## src/rtl/cle_pack.sv

```systemverilog
// -----------------------------------------------------------------------------
// cle_pack -- read-back engine for the CLE label map.
//
// Once labelling has finished, a start pulse makes this block walk the label
// SRAM in address order. It turns every label into a one-bit object/background
// pixel, packs eight pixels per byte (leftmost pixel in the MSB, the same
// layout as the input bitmap ROM), and writes each byte to the packed-image
// memory. While scanning it also counts how many distinct nonzero labels
// appear, which gives the hardware object count.
//
// Ports
//   clk       single clock, all state changes on its rising edge
//   reset     asynchronous, active-high reset
//   test_se   scan enable, no functional effect
//   start     begin a scan, sampled only while idle
//   sram_a    label SRAM read address
//   sram_q    label SRAM read data, valid the cycle after its address
//   sram_wen  label SRAM write enable (active-low), tied inactive
//   pk_a      packed-memory write address
//   pk_d      packed-memory write data
//   pk_wen    packed-memory write enable (active-low), one cycle per byte
//   obj_cnt   number of distinct nonzero labels in the scanned map
//   busy      high while a scan is in progress
//   finish    scan complete, held until the next accepted start
//
// Timing (E0 = edge that accepts start)
//   sram_a = i after edge E0+i, up to NPIX-1 where it holds.
//   The SRAM registers address i at E0+i+1; its label is sampled at E0+i+2.
//   Pixel 8k+7 is sampled at E0+8k+9, and that same edge writes byte k.
//   The last byte is written at E0+NPIX+1 and finish rises at E0+NPIX+2.
// -----------------------------------------------------------------------------
module cle_pack #(
   parameter int NPIX = 1024,  // pixels scanned, multiple of 8
   parameter int AW   = 10,    // SRAM address width, 2**AW >= NPIX
   parameter int PAW  = 7      // packed-memory address width, 2**PAW >= NPIX/8
) (
   input  logic           clk,
   input  logic           reset,
   input  logic           test_se,
   input  logic           start,
   output logic [AW-1:0]  sram_a,
   input  logic [7:0]     sram_q,
   output logic           sram_wen,
   output logic [PAW-1:0] pk_a,
   output logic [7:0]     pk_d,
   output logic           pk_wen,
   output logic [7:0]     obj_cnt,
   output logic           busy,
   output logic           finish
);

   // --------------------------------------------------------------------------
   // Controller states
   // --------------------------------------------------------------------------
   localparam logic [1:0] S_IDLE  = 2'd0;  // waiting for start
   localparam logic [1:0] S_READ  = 2'd1;  // issuing SRAM addresses
   localparam logic [1:0] S_DRAIN = 2'd2;  // last labels still in flight
   localparam logic [1:0] S_DONE  = 2'd3;  // last byte written, raise finish

   localparam logic [AW-1:0]  LAST_ADDR = AW'(NPIX - 1);
   localparam logic [PAW-1:0] LAST_BYTE = PAW'(NPIX / 8 - 1);

   logic [1:0]     state;

   // Two-stage valid pipeline that follows the synchronous SRAM read:
   // addr_v marks a fresh address on sram_a, data_v marks sram_q holding the
   // label for that address one cycle later.
   logic           addr_v;
   logic           data_v;

   // Packing state: bit_cnt is the position of the next pixel within its
   // byte, byte_cnt the byte it belongs to, shift the earlier pixels of the
   // byte being assembled (oldest in the MSB).
   logic [2:0]     bit_cnt;
   logic [PAW-1:0] byte_cnt;
   logic [6:0]     shift;

   // One flag per possible label value; flag 0 is never set.
   logic [255:0]   seen;

   // Decoded per-cycle conditions
   logic           start_ok;
   logic           pix;
   logic           byte_done;
   logic           last_byte;
   logic           new_label;

   // The block only reads the label SRAM.
   assign sram_wen = 1'b1;

   // Scan enable is consumed by DFT insertion only.
   logic unused_test_se;
   assign unused_test_se = test_se;

   // --------------------------------------------------------------------------
   // Decode
   // --------------------------------------------------------------------------
   always_comb begin
      // NOTE: every output of a combinational block gets a value before any
      // condition is tested, so no path can leave it unassigned and imply a latch.
      start_ok  = 1'b0;
      pix       = 1'b0;
      byte_done = 1'b0;
      last_byte = 1'b0;
      new_label = 1'b0;

      start_ok = (state == S_IDLE) && start;

      if (data_v) begin
         pix       = (sram_q != 8'd0);
         byte_done = (bit_cnt == 3'd7);
         last_byte = byte_done && (byte_cnt == LAST_BYTE);
         new_label = pix && !seen[sram_q];
      end
   end

   // --------------------------------------------------------------------------
   // Controller and SRAM address generator
   // --------------------------------------------------------------------------
   always_ff @(posedge clk or posedge reset) begin
      if (reset) begin
         state  <= S_IDLE;
         sram_a <= '0;
         addr_v <= 1'b0;
         data_v <= 1'b0;
         busy   <= 1'b0;
         finish <= 1'b0;
      end else begin
         // NOTE: state is updated with non-blocking assignments so every
         // register in the block sees the values from before the clock edge.
         data_v <= addr_v;

         case (state)
            S_IDLE: begin
               if (start) begin
                  state  <= S_READ;
                  sram_a <= '0;
                  addr_v <= 1'b1;
                  busy   <= 1'b1;
                  finish <= 1'b0;
               end
            end

            S_READ: begin
               // The final address stays on the bus; only the valid flag drops.
               if (sram_a == LAST_ADDR) begin
                  addr_v <= 1'b0;
                  state  <= S_DRAIN;
               end else begin
                  sram_a <= sram_a + 1'b1;
               end
            end

            S_DRAIN: begin
               if (last_byte) begin
                  state <= S_DONE;
               end
            end

            S_DONE: begin
               finish <= 1'b1;
               busy   <= 1'b0;
               state  <= S_IDLE;
            end

            default: begin
               state <= S_IDLE;
            end
         endcase
      end
   end

   // --------------------------------------------------------------------------
   // Pixel packing and packed-memory write port
   // --------------------------------------------------------------------------
   always_ff @(posedge clk or posedge reset) begin
      if (reset) begin
         bit_cnt  <= '0;
         byte_cnt <= '0;
         shift    <= '0;
         pk_a     <= '0;
         pk_d     <= '0;
         pk_wen   <= 1'b1;
      end else begin
         // Write strobe is a single-cycle pulse unless the next byte
         // completes on the following edge.
         pk_wen <= 1'b1;

         if (start_ok) begin
            bit_cnt  <= '0;
            byte_cnt <= '0;
            shift    <= '0;
         end else if (data_v) begin
            bit_cnt <= bit_cnt + 3'd1;
            // Stale bits left in shift after a byte completes are pushed out
            // by the next seven pixels before they are ever used.
            shift   <= {shift[5:0], pix};
            if (byte_done) begin
               pk_a     <= byte_cnt;
               pk_d     <= {shift, pix};
               pk_wen   <= 1'b0;
               byte_cnt <= byte_cnt + 1'b1;
            end
         end
      end
   end

   // --------------------------------------------------------------------------
   // Distinct-label counter
   // --------------------------------------------------------------------------
   always_ff @(posedge clk or posedge reset) begin
      if (reset) begin
         // NOTE: the seen table is a flop array, not an SRAM, so it can be
         // cleared by reset in one cycle; it is also cleared on every start.
         seen    <= '0;
         obj_cnt <= '0;
      end else if (start_ok) begin
         seen    <= '0;
         obj_cnt <= '0;
      end else if (new_label) begin
         // At most 255 distinct nonzero labels exist, so 8 bits never wrap.
         seen[sram_q] <= 1'b1;
         obj_cnt      <= obj_cnt + 8'd1;
      end
   end

endmodule

```

## config.mk

```make
export PLATFORM = sky130hd
export DESIGN_NAME = cle_pack
export DESIGN_NICKNAME = d
export VERILOG_FILES = /design/src/rtl/cle_pack.sv
export SDC_FILE = /design/constraint.sdc
export NUM_CORES = 1
export LEC_CHECK = 0
export ABC_CLOCK_PERIOD_IN_PS = 14800
export BUFFER_PORTS_ARGS = -buffer_cell sky130_fd_sc_hd__buf_2
export CAP_MARGIN = 20
export CORE_MARGIN = 2
export CORE_UTILIZATION = 50
export DETAILED_ROUTE_END_ITERATION = 6
export PLACE_DENSITY_LB_ADDON = 0.05
export SYNTH_ARGS = -nofsm -noshare
export SYNTH_HDL_FRONTEND = slang
export SYNTH_SLANG_ARGS = --single-unit
```

## constraint.sdc

```tcl
create_clock -name clk -period 14.8 [get_ports clk]
set_input_delay 2.96 -clock clk [delete_from_list [all_inputs] [get_ports clk]]
set_output_delay 2.96 -clock clk [all_outputs]
set_load 0.01 [all_outputs]
```

; ---- Word level (Yosys, flattened, before mapping)
; Cells that the tools add are included.
[op_classes]
reduce_logical = 18
order_cmp = 2
eq_ne = 10
add_sub_neg = 4
n_bitwise = 2
n_mux = 34
[ops]
columns = operator, n
row1 = $mux W256, 2
row2 = $or A256 B256 Y256, 1
row3 = $mux W7, 5
row4 = $mux W10, 2
row5 = $pmux W10 S2, 1
row6 = $mux W8, 2
row7 = $reduce_and A3 Y1, 4
row8 = $mux W1, 11
row9 = $add A10 B1 Y10 const B, 1
row10 = $eq A10 B10 Y1 const B, 1
row11 = $reduce_bool A2 Y1, 5
row12 = $lt A8 B9 Y1 const B, 1
row13 = $add A8 B1 Y8 const B, 1
row14 = $bmux W1 S8, 1
row15 = $demux W1 S8, 1
row16 = $ge A8 B1 Y1 const B, 1
row17 = $ne A2 B2 Y1 const B, 4
row18 = $pmux W2 S4, 1
row19 = $reduce_bool A8 Y1, 1
row20 = $add A7 B1 Y7 const B, 1
row21 = $eq A7 B7 Y1 const B, 1
row22 = $mux W2, 3
row23 = $mux W3, 2
row24 = $pmux W1 S2, 3
row25 = 9 further kinds, 14
[totals]
out_inout_bits = 37
register_bits = 313
wordCells = 84

; ---- Longest topological paths before layout
[logic_depth]
depth_word = 7
ltp_mapped = 15
ltp_nobuf = 10

; ---- Worst setup path after synthesis
; Ideal clock, no wire load.
[synth_timing]
path_type = input to register
start = in sram_q[3]
end = reg seen[128]
arrival_ns = 5.388
setup_slack_ns = 9.339
path_stages = 12
setup_ns = 0.073
t_required_ns = 14.727
cell_sequence = buf_2 > buf_2 > buf_2 > mux2_2 > a221oi_1 > o211a_1 > a221oi_1 > mux2_2 > nor3_4 > buf_2 > a31oi_1 > nor2_1
[synth_between]
elab_chain_len = 7
elab_cells_between_ends = 15
cone_classes = 2 x order compare / 7 x mux / 1 x bitwise / 5 x reduce/logical
[synth_rtl]
columns = item, line_no
row1 = start: declaration, 42  ; input logic [7:0] sram_q,
row2 = $lt A8 B9 Y1 (implied by the code) / $ge A8 B1 Y1 (equally long branches), 222  ; seen[sram_q] <= 1'b1;
row3 = $logic_and A1 B1 Y1 (implied by the code), 222
row4 = $mux W1 (implied by the code), 222
row5 = $demux W1 S8, 222
row6 = $or A256 B256 Y256 (no source line), n/a
row7 = $mux W256, 220  ; end else if (new_label) begin
row8 = $mux W256, 217  ; end else if (start_ok) begin
row9 = end signal: assignment, 215  ; seen <= '0;
row10 = end signal: assignment, 218  ; seen <= '0;
row11 = end signal: indexed assignment, 222
row12 = end: declaration, 79  ; logic [255:0] seen;
; Several ways; a longest one is shown, not always the timed one. The select of a mux whose other input is x is not followed.
; A chain may end at the register's enable or synchronous reset.

; ---- Worst setup path in the final report
[layout_timing]
start = in sram_q[1]
end = reg seen[26]
; Same word-level chain as after synthesis.

==> impl_metrics.xml <==
<?xml version="1.0" encoding="UTF-8"?>
<metrics>
  <group name="routing">
    <metric name="antenna_violating_nets_post_route" unit="">0</metric>
    <metric name="postRouteWirelength" unit="mm">36.30</metric>
    <metric name="drt_first_iter_violations" unit="">1013</metric>
    <metric name="overall_via_count_from_detail_route" unit="">10400</metric>
    <metric name="wire_length_per_cell" unit="um">21.01</metric>
    <metric name="drtPass1Iterations" unit="">5</metric>
    <metric name="drt_via_density" unit="">6.019</metric>
    <metric name="drc" unit="">0</metric>
  </group>
  <group name="critical_path">
    <metric name="reg_to_reg_slack_setup" unit="ns">11.34</metric>
    <metric name="critical-path-slowest-cell" unit="">sky130_fd_sc_hd__nor3_4</metric>
    <metric name="required" unit="ns">15.23</metric>
    <metric name="reg2reg_depth" unit="">9</metric>
    <metric name="startpoint_type" unit="">primary input</metric>
    <metric name="termination_of_the_worst_setup_path" unit="">seen[26]</metric>
    <metric name="cp-end-kind" unit="">flop</metric>
    <metric name="crit_type" unit="">primary input to flop</metric>
    <metric name="timing.critical_path.arrival" unit="ns">7.27</metric>
    <metric name="slowest_delay" unit="ns">0.75</metric>
    <metric name="timing.critical_path.cells" unit="">buf_4 &gt; buf_4 &gt; mux4_2 &gt; a31oi_1 &gt; o21ai_0 &gt; a211o_1 &gt; a31o_2 &gt; nor3_4 &gt; buf_4 &gt; a21oi_1 &gt; nor2_1</metric>
    <metric name="timing.rr.end" unit="">seen[26]</metric>
    <metric name="startpoint" unit="">sram_q[1]</metric>
    <metric name="timing.critical_path.mode_cell" unit="">sky130_fd_sc_hd__buf_4</metric>
    <metric name="critical_path.reg2reg.startpoint" unit="">seen[31]</metric>
    <metric name="crit_path_max_fanout" unit="">54</metric>
  </group>
  <group name="yosys">
    <metric name="synth-xor-area-share" unit="%">0.7327</metric>
    <metric name="syn_nets" unit="">1342</metric>
    <metric name="mean_syn_cell_area" unit="sq um">10.86</metric>
    <metric name="yosys.area.top_type_share" unit="%">54.26</metric>
    <metric name="post_synthesis_sequential_area_ratio" unit="%">54.44</metric>
    <metric name="synth-edff-count" unit="">0</metric>
    <metric name="most_used_flip_flop_cell_after_synthesis" unit="">sky130_fd_sc_hd__dfrtp_1</metric>
    <metric name="synth_top_family_by_area" unit="">compound AO/OA/AOI/OAI gates</metric>
    <metric name="synth_top_area_cell" unit="">sky130_fd_sc_hd__dfrtp_1</metric>
    <metric name="count_of_different_cell_masters_after_synthesis" unit="">62</metric>
    <metric name="synth_fa_ha_area_share" unit="%">0.7851</metric>
    <metric name="synthesis.instances" unit="">1321</metric>
    <metric name="synth.ff_latch_count" unit="">312</metric>
    <metric name="synth_async_sr_flop_share" unit="%">100.0</metric>
    <metric name="synth_compound_area_share" unit="%">14.98</metric>
    <metric name="synth.yosys.warnings" unit="">0</metric>
    <metric name="synth_area" unit="sq um">14340</metric>
    <metric name="post_synth_and_or_nand_nor_area_fraction" unit="%">12.54</metric>
    <metric name="synth.mux.area_fraction" unit="%">12.46</metric>
    <metric name="synth_area_leaders" unit="">sky130_fd_sc_hd__dfrtp_1 (54%), sky130_fd_sc_hd__nor2_1 (6.9%), sky130_fd_sc_hd__mux4_2 (6.6%)</metric>
  </group>
  <group name="sta">
    <metric name="final.period_utilization" unit="%">46.25</metric>
    <metric name="tightest_slew" unit="ns">1.149</metric>
    <metric name="hold_violations" unit="">0</metric>
    <metric name="finalCriticalPeriod" unit="ns">6.844</metric>
    <metric name="fin_ws" unit="ns">7.956</metric>
    <metric name="maxClockFrequency" unit="GHz">0.1461</metric>
    <metric name="grt_setup_unrepaired" unit="">no</metric>
    <metric name="setup-tns-final" unit="ns">0</metric>
    <metric name="setup_violations" unit="">0</metric>
    <metric name="fin_skew" unit="ns">0.01672</metric>
    <metric name="slew_headroom" unit="%">22.79</metric>
    <metric name="slew_violations" unit="">0</metric>
    <metric name="hold_ws" unit="ns">0.4031</metric>
  </group>
  <group name="floorplanning">
    <metric name="design.die.area" unit="sq um">30060</metric>
    <metric name="floorplan.initialDensity" unit="%">50.38</metric>
    <metric name="die_w" unit="um">173.4</metric>
    <metric name="ios" unit="">49</metric>
    <metric name="die_h" unit="um">173.4</metric>
    <metric name="num_rows" unit="">62</metric>
    <metric name="core_area" unit="sq um">28470</metric>
  </group>
  <group name="clock_tree">
    <metric name="clock-root-buffer" unit="">sky130_fd_sc_hd__clkbuf_16</metric>
    <metric name="numClockSinks" unit="">312</metric>
    <metric name="number_of_buffers_between_clock_root_and_the_deepest_sink" unit="">3</metric>
    <metric name="postCtsResizedCells" unit="">0</metric>
    <metric name="cts-buffers-inserted" unit="">36</metric>
    <metric name="clkSlewWorstSetupHoldPaths" unit="ns">0.06</metric>
    <metric name="cts_hold_buf" unit="">0</metric>
    <metric name="cts_post_setup_buffers_inserted" unit="">0</metric>
    <metric name="cts_tree" unit="">yes</metric>
    <metric name="clock_insertion_delay_at_the_later_pin_of_the_skew_report" unit="ns">0.51</metric>
    <metric name="cts_htree_levels" unit="">2</metric>
  </group>
  <group name="global_route">
    <metric name="grt_overflow_total" unit="">0</metric>
    <metric name="grt_pass1_vias" unit="">10510</metric>
    <metric name="grt_start_max_net_pins" unit="">113</metric>
    <metric name="number_of_antenna_violations_at_the_first_check_in_global_routing" unit="">0</metric>
    <metric name="global_route_wire_length_before_repair" unit="mm">59.43</metric>
    <metric name="track_usage" unit="%">24.71</metric>
  </group>
  <group name="finish">
    <metric name="layoutNonFillerInstCount" unit="">1728</metric>
    <metric name="drive_above_1_share" unit="%">15.03</metric>
    <metric name="nNetsFinal" unit="">1344</metric>
    <metric name="n_antenna_cell" unit="">0</metric>
    <metric name="final_common_cell" unit="">sky130_fd_sc_hd__dfrtp_1</metric>
    <metric name="most-common-layout-cells" unit="">sky130_fd_sc_hd__dfrtp_1 (311), sky130_fd_sc_hd__nor2_1 (260), sky130_fd_sc_hd__a21oi_1 (129), sky130_fd_sc_hd__nand2_1 (69), sky130_fd_sc_hd__a31oi_1 (67)</metric>
    <metric name="area_growth_syn_to_layout" unit="%">10.80</metric>
  </group>
  <group name="pwr">
    <metric name="leakagePower" unit="uW">0.007472</metric>
    <metric name="power-per-cell-area" unit="nW/um^2">114.4</metric>
    <metric name="design_power_total" unit="uW">1818</metric>
    <metric name="maximum_vdd_ir_drop" unit="V">0.0001021</metric>
  </group>
  <group name="placed_design">
    <metric name="final_replace_weighted_congestion" unit="">0.7954</metric>
    <metric name="post-place-cells" unit="">1667</metric>
    <metric name="dp.final_hpwl" unit="mm">21.77</metric>
    <metric name="numPortBuffers" unit="">46</metric>
    <metric name="dp_worst_setup_slack" unit="ns">7.140</metric>
  </group>
  <group name="flow_run">
    <metric name="cap_viol_max_count" unit="">0</metric>
  </group>
  <group name="min_path">
    <metric name="hp-class" unit="">flop to flop</metric>
  </group>
  <group name="run_status">
    <metric name="outcome" unit="">complete, no violations</metric>
  </group>
</metrics>
## where the power goes
part | switching [uW] | internal, uW | total [uW] | leakage, uW
clock network | 340 | 549 | 889 | 0.000585
registers | 0.00438 | 853 | 853 | 0.00424
logic | 59.1 | 17.1 | 76.1 | 0.00264
## cells in the mapped netlist (7+ instances only)
library cell,number
sky130_fd_sc_hd__a21oi_1,129
sky130_fd_sc_hd__a221oi_1,16
sky130_fd_sc_hd__a22o_1,51
sky130_fd_sc_hd__a22oi_1,9
sky130_fd_sc_hd__a31oi_1,67
sky130_fd_sc_hd__buf_2,23
sky130_fd_sc_hd__buf_4,7
sky130_fd_sc_hd__clkbuf_1,58
sky130_fd_sc_hd__dfrtp_1,311
sky130_fd_sc_hd__ha_1,9
sky130_fd_sc_hd__inv_1,10
sky130_fd_sc_hd__mux2_2,23
sky130_fd_sc_hd__mux2i_1,45
sky130_fd_sc_hd__mux4_2,42
sky130_fd_sc_hd__nand2_1,70
sky130_fd_sc_hd__nand3_1,22
sky130_fd_sc_hd__nor2_1,262
sky130_fd_sc_hd__nor2b_1,7
sky130_fd_sc_hd__nor3_1,9
sky130_fd_sc_hd__o21ai_0,54
sky130_fd_sc_hd__or3_1,10
sky130_fd_sc_hd__xor2_1,8
## flip-flops by register name, indices dropped and copies added (netlist names), 2 cells and up
| signal | flops |
|---|---|
| pk_d | 8 |
| bit_cnt | 3 |
| obj_cnt | 8 |
| pk_a | 7 |
| byte_cnt | 7 |
| shift | 7 |
| sram_a | 10 |
| seen | 255 |
| state | 2 |
## stage by stage
step / utilization (%) / instance area [sq um]
finish: 55.82 / 15890
global placement: 51.60 / 14690
global route: 55.82 / 15890
floorplan: - / 14340
CTS: 55.76 / 15870
detailed placement: 51.60 / 14690
## layer usage
layer / vias up / global-route usage (%) / wire, um
met3: 60 / 4.145 / 1878
met5: - / 0 / 0
met2: 252 / 38.68 / 16900
met1: 5350 / 36.00 / 16650
met4: 0 / 6.780 / 870
li1: 4739 / - / -
## worst min path at each step
| stage | end | from | cells past startpoint | slack, ns |
|---|---|---|---|---|
| 3_3_place_gp | data_v | addr_v | 0 | 0.39 |
| 6_report | data_v | addr_v | 0 | 0.40 |
| 3_5_place_dp | data_v | addr_v | 0 | 0.39 |
| 5_1_grt | data_v | addr_v | 0 | 0.42 |
| 4_1_cts | data_v | addr_v | 0 | 0.40 |
| 2_1_floorplan | data_v | addr_v | 0 | 0.37 |
## layout make-up
type | count | area [sq um]
timing repair buffer | 66 | 386.6
tap | 384 | 480.5
clock inverter | 4 | 70.07
clock buffer | 55 | 1114
inverter | 11 | 48.80
fill | 2502 | 12580
multi-input combinational | 896 | 5984
sequential | 312 | 7809
## logic make-up (layout without fill, tap and decap cells)
group | Yosys count | after routing
AND/OR/NAND/NOR | 415 | 415
flip-flops | 312 | 312
adder cells (fa/ha/maj) | 9 | 9
other | 1 | 1
XOR/XNOR | 12 | 12
multiplexers | 115 | 115
AO/OA/AOI/OAI | 344 | 344
buffers and inverters | 113 | 136
## critical path, delay by kind of cell
| kind | cells | cell delay, ns |
|---|---|---|
| compound gates | 5 | 1.13 |
| mux | 1 | 0.46 |
| simple gates | 2 | 0.88 |
| buf+inv | 3 | 1.82 |
Note: power is estimated with default switching activity, not from simulation.
